===== config.mk =====
export PLATFORM = sky130hd
export DESIGN_NAME = sd_card_cmd_responder
export DESIGN_NICKNAME = d
export VERILOG_FILES = /design/src/rtl/sd_card_cmd_responder.sv
export SDC_FILE = /design/constraint.sdc
export NUM_CORES = 1
export LEC_CHECK = 0
export CAP_MARGIN = 25
export CORE_MARGIN = 1.5
export CORE_UTILIZATION = 33
export DETAILED_ROUTE_END_ITERATION = 8
export GPL_ROUTABILITY_DRIVEN = 0
export MAX_ROUTING_LAYER = met4
export PLACE_DENSITY = 0.58
export SLEW_MARGIN = 20
export SYNTH_ARGS = -nofsm -noshare
export SYNTH_HDL_FRONTEND = slang
export SYNTH_SLANG_ARGS = --single-unit

===== constraint.sdc =====
create_clock -name clk_i -period 3.8 [get_ports clk_i]
set_input_delay 0.57 -clock clk_i [delete_from_list [all_inputs] [get_ports clk_i]]
set_output_delay 0.57 -clock clk_i [all_outputs]
set_load 0.03 [all_outputs]

===== src/rtl/sd_card_cmd_responder.sv =====
// sd_card_cmd_responder: card-side SD CMD line endpoint (command receive, CRC7 check, R1/R2/R3 response)
module sd_card_cmd_responder #(
    parameter int NcrCycles  = 2,
    parameter int RspTimeout = 64
) (
    input  logic         clk_i,
    input  logic         rst_ni,
    input  logic         cmd_i,
    output logic         cmd_o,
    output logic         cmd_en_o,
    output logic         cmd_valid_o,
    output logic [5:0]   cmd_index_o,
    output logic [31:0]  cmd_arg_o,
    output logic         cmd_err_o,
    input  logic         rsp_valid_i,
    output logic         rsp_ready_o,
    input  logic [1:0]   rsp_type_i,
    input  logic [5:0]   rsp_index_i,
    input  logic [119:0] rsp_payload_i,
    output logic         rsp_timeout_o,
    output logic         busy_o
);
    localparam logic [2:0] S_IDLE  = 3'd0;
    localparam logic [2:0] S_RECV  = 3'd1;
    localparam logic [2:0] S_CHECK = 3'd2;
    localparam logic [2:0] S_WAIT  = 3'd3;
    localparam logic [2:0] S_NCR   = 3'd4;
    localparam logic [2:0] S_SEND  = 3'd5;
    localparam int TW = $clog2(RspTimeout + 1);

    logic [2:0]   state, state_d;
    logic [7:0]   bit_cnt;
    logic [TW-1:0] tmr;
    logic [45:0]  rx_sr;
    logic [6:0]   rx_crc;
    logic         cmd_ok;
    logic [135:0] tx_sr, tx_load;
    logic         tx_long;
    logic [39:0]  r1_head;
    logic         rx_end, frame_ok, hs, gap_done, time_out, tx_last;

    function automatic logic [6:0] crc7_step(input logic [6:0] c, input logic b);
        return {c[5:0], 1'b0} ^ ((c[6] ^ b) ? 7'h09 : 7'h00);
    endfunction

    function automatic logic [6:0] crc7_vec(input logic [119:0] d, input int n);
        logic [6:0] c = 7'h00;
        for (int i = 119; i >= 0; i--)
            if (i < n) c = crc7_step(c, d[i]);
        return c;
    endfunction

    assign rx_end   = state == S_RECV && bit_cnt == 8'd47;
    assign frame_ok = rx_sr[45] && rx_crc == rx_sr[6:0] && cmd_i;
    assign hs       = state == S_WAIT && rsp_valid_i;
    assign gap_done = tmr >= TW'(NcrCycles - 1);
    assign time_out = tmr == TW'(RspTimeout - 1);
    assign tx_last  = bit_cnt == (tx_long ? 8'd135 : 8'd47);
    assign r1_head  = {2'b00, rsp_index_i, rsp_payload_i[31:0]};
    assign tx_load  = (rsp_type_i == 2'd2) ? {8'h3F, rsp_payload_i, crc7_vec(rsp_payload_i, 120), 1'b1} :
                      (rsp_type_i == 2'd1) ? {r1_head, crc7_vec({80'b0, r1_head}, 40), 1'b1, 88'b0} :
                                             {8'h3F, rsp_payload_i[31:0], 7'h7F, 1'b1, 88'b0};

    assign cmd_en_o    = state == S_SEND;
    assign cmd_o       = cmd_en_o ? tx_sr[135] : 1'b1;
    assign rsp_ready_o = state == S_WAIT;
    assign busy_o      = state != S_IDLE;

    // next-state selection; a handshake takes priority over the response timeout
    always_comb begin
        state_d = state;
        case (state)
            S_IDLE:  state_d = cmd_i ? S_IDLE : S_RECV;
            S_RECV:  state_d = rx_end ? S_CHECK : S_RECV;
            S_CHECK: state_d = cmd_ok ? S_WAIT : S_IDLE;
            S_WAIT:  state_d = hs ? (rsp_type_i == 2'd0 ? S_IDLE : gap_done ? S_SEND : S_NCR) :
                               time_out ? S_IDLE : S_WAIT;
            S_NCR:   state_d = gap_done ? S_SEND : S_NCR;
            S_SEND:  state_d = tx_last ? S_IDLE : S_SEND;
            default: state_d = S_IDLE;
        endcase
    end

    // state register and the bit / gap counters; the gap timer restarts at the command end bit
    always_ff @(posedge clk_i or negedge rst_ni) begin
        if (!rst_ni) begin
            state   <= S_IDLE;
            bit_cnt <= 8'd0;
            tmr     <= '0;
        end else begin
            state   <= state_d;
            bit_cnt <= (state == S_IDLE) ? 8'd1 :
                       (state == S_RECV || state == S_SEND) ? bit_cnt + 8'd1 : 8'd0;
            tmr     <= rx_end ? '0 : tmr + 1'b1;
        end
    end

    // command deserialiser: the CRC runs over the start bit through the argument
    always_ff @(posedge clk_i or negedge rst_ni) begin
        if (!rst_ni) begin
            rx_sr  <= '0;
            rx_crc <= 7'h00;
        end else if (state == S_IDLE) begin
            rx_crc <= crc7_step(7'h00, cmd_i);
        end else if (state == S_RECV && !rx_end) begin
            rx_sr  <= {rx_sr[44:0], cmd_i};
            rx_crc <= (bit_cnt <= 8'd39) ? crc7_step(rx_crc, cmd_i) : rx_crc;
        end
    end

    // frame verdict pulses and the held command fields, registered as the end bit arrives
    always_ff @(posedge clk_i or negedge rst_ni) begin
        if (!rst_ni) begin
            cmd_valid_o   <= 1'b0;
            cmd_err_o     <= 1'b0;
            cmd_ok        <= 1'b0;
            rsp_timeout_o <= 1'b0;
            cmd_index_o   <= 6'd0;
            cmd_arg_o     <= 32'd0;
        end else begin
            cmd_valid_o   <= rx_end && frame_ok;
            cmd_err_o     <= rx_end && !frame_ok;
            cmd_ok        <= rx_end ? frame_ok : cmd_ok;
            rsp_timeout_o <= state == S_WAIT && !hs && time_out;
            if (rx_end && frame_ok) begin
                cmd_index_o <= rx_sr[44:39];
                cmd_arg_o   <= rx_sr[38:7];
            end
        end
    end

    // response serialiser: frame is built MSB-aligned at the handshake and shifted out while sending
    always_ff @(posedge clk_i or negedge rst_ni) begin
        if (!rst_ni) begin
            tx_sr   <= '0;
            tx_long <= 1'b0;
        end else if (hs) begin
            tx_sr   <= tx_load;
            tx_long <= rsp_type_i == 2'd2;
        end else if (state == S_SEND) begin
            tx_sr   <= {tx_sr[134:0], 1'b0};
        end
    end
endmodule


==> impl_metrics.ini <==
[outcome]
status = finished with violations
violations = negative hold slack, negative setup slack

[placement]
port_buffers = 176
hpwl_mm = 30.8
post_dp_cell_area_mm2 = 0.0176
dp.cells = 2216

[cts]
clock_latency_ns = 0.60
cts_max_level = 1
clockBufferDepth = 3
numCtsBuffers = 29
clkTransAtPathRegs_ns = 0.06
cts_tree = yes
cts_hold_buf = 0
cts_root_buf = clkbuf_16
cts.sinks = 250

[route]
vias_per_cell = 5.03
drt-initial-drc-count = 943
wl_met1_mm = 19.6
drt-total-wl_mm = 43.2
drcViolationCount = 0
postRouteAntennaNets = 0
wl_met3_mm = 3.19
route.met2.wl_mm = 19.5
highest_layer = met4
avgRoutedWirePerCell_um = 18.6
via_count = 11677
drtPass1Iterations = 5

[synth]
synthFlopType = dfrtp_1
synth_commonest_cells = nand2_1, dfrtp_1, xnor2_1
ys_seq_area_share_pct = 43.1
syn-instance-count = 1435
synthTopCellsByArea = dfrtp_1, nand2_1, xnor2_1, xnor3_1, xor2_1
synth_area_mm2 = 0.0145
synthDistinctLibCells = 41
synth_top_area_share_pct = 43.1
yosys_register_bits = 250
synth.net_count = 1570
async_reset_ff_share_pct = 100
yosysTopAreaCell = dfrtp_1
yosysWarnings = 0
synth_edf_count = 0
syn_avg_cell_area_um2 = 10.1
yosysMostFrequentCell = nand2_1

[sta]
finalHoldViolations = 14
finClkSkew_ns = 0.0323
min_period_ns = 4.10
hold_ws_ns = -0.0473
rsz0062_at_grt = yes
slew_violations = 0
fmax_mhz = 244
fin_crit_sh_pct = 108
max_slew.worst_pin.slew_ns = 0.943
final-setup-viol-count = 7
max-slew-margin-rel_pct = 37.1
setup_slack_ns = -0.297

[grt]
grt_overflow = 0
track_usage_pct = 19.8
grt_pass1_vias = 11719
antenna_found_initial = 4
grt_max_degree = 87
grt_pass1_wl_mm = 67.2

[floorplan]
die_h_um = 213
dieArea_mm2 = 0.0452
die_x_um = 213
boundaryPins = 177
rows = 76
start_util_pct = 33.6
coreArea_mm2 = 0.0432

[critical_path]
crit_arrival_ns = 4.58
path_max_fanout = 4
critPathLaunchType = input pin
path_class = input pin to flip-flop
cp-end-kind = flip-flop
required_ns = 4.28

[finish]
instances_no_fill = 2323
fin_nets = 1844
nFillCells = 4073
final_area_mm2 = 0.0194
area_growth_pct = 34.0
drive_above_1_share_pct = 20.7

[flow_run]
maxCapViolCount = 0

[min_path]
hold_class = input pin to async pin
[metrics by stage]
step	setup WS, ns	TNS, ns	utilization [%]
finish	-0.297	-1.69	45.0
global route	-0.388	-2.32	45.0
CTS	-0.173	-0.948	44.4
detailed placement	-1.16	-7.91	40.8
global placement	-1.14	-7.63	40.8
floorplan	-0.295	-1.81	-
[state kept, by name (all words and copies together), names as in the netlist, 3 cells and up]
| register | count |
|---|---|
| rx_crc | 7 |
| rx_sr | 46 |
| bit_cnt | 8 |
| cmd_arg_o | 32 |
| cmd_index_o | 6 |
| tx_sr | 136 |
| tmr | 7 |
| state | 3 |
[critical path, cell delays in order]
cell and delay (ns):
buf_6 0.10, xor3_2 0.47, buf_6 0.14, xor3_2 0.42, xor2_2 0.20, xnor3_2 0.46, xnor3_1 0.37, buf_4 0.15
xnor2_2 0.18, xnor3_2 0.49, xnor2_2 0.17, buf_4 0.16, xnor2_2 0.18, xnor3_1 0.33, o22ai_1 0.18
[final timing paths]
check                                          startpoint                         end  slack, ns  cells after the start
worst max-delay path                   rsp_payload_i[119]        tx_sr[7]$_DFFE_PN0P_      -0.30                     15
worst min-delay path                               rst_ni  cmd_index_o[2]$_DFFE_PN0P_      -0.05                      1
worst max register to register         state[1]$_DFF_PN0_      tx_sr[128]$_DFFE_PN0P_       1.14                      7
worst min register to register  cmd_arg_o[13]$_DFFE_PN0P_   cmd_arg_o[13]$_DFFE_PN0P_       0.46                      2
max in group asynchronous                          rst_ni       rx_crc[5]$_DFFE_PN0P_       2.84                      2
min in group clk_i                      rsp_payload_i[64]       tx_sr[72]$_DFFE_PN0P_       0.31                      3
[cells in the final DEF, fill, tap and decap left out, types with 10 or more instances in the layout]
cell | Yosys | final
xnor2_4 | 3 | 10
buf_6 | 0 | 18
mux2i_1 | 18 | 18
nand2_1 | 375 | 374
a31oi_1 | 90 | 90
xnor3_2 | 12 | 20
o21ai_0 | 16 | 16
xor2_1 | 75 | 65
mux2_2 | 46 | 46
xnor2_2 | 6 | 23
xnor3_1 | 49 | 41
xnor2_1 | 143 | 119
nor2_1 | 29 | 27
clkdlybuf4s50_1 | 0 | 141
nor3_1 | 12 | 11
dlygate4sd2_1 | 0 | 14
buf_4 | 0 | 142
dfrtp_1 | 250 | 250
clkbuf_16 | 0 | 29
a21oi_1 | 116 | 115
nand3_1 | 12 | 12
a221o_1 | 28 | 28
[layout make-up]
class	instances	area (um2)	area share, %
antenna	6	15.0	0.0773
clock buffer	36	802	4.13
clock inverter	18	265	1.37
inverter	7	28.8	0.148
multi-input combinational	1085	8290	42.6
sequential	250	6260	32.2
tap	585	732	3.77
timing repair buffer	336	3050	15.7
[routing by layer]
layer,GRT usage [%],vias up
met5,-,-
met4,4.94,0
met3,3.60,67
met2,29.9,391
met1,27.4,5776
li1,-,5443
[timing repair]
| item | in CTS | in global routing |
|---|---|---|
| pin swaps | 61 | 25 |
| buffers inserted | 37 | 11 |
| gates resized for setup | 124 | 35 |
| endpoints found under the setup margin | 7 | 7 |
| gates cloned | 0 | 0 |
[cells by family (layout without fill, tap and decap cells)]
kind of cell | after synthesis | in the layout | share of synthesized area, %
flip-flops | 250 | 250 | 43.1
other | 0 | 6 | 0
buffers and inverters | 100 | 397 | 2.59
multiplexers | 64 | 64 | 4.81
adder cells (fa/ha/maj) | 3 | 3 | 0.259
AO/OA/AOI/OAI | 270 | 270 | 11.5
XOR/XNOR | 296 | 296 | 25.3
AND/OR/NAND/NOR | 452 | 452 | 12.3
Power is left out: the tool's default activity adds up to more than one toggle a clock period on the data nets, which glitch-free logic cannot reach.
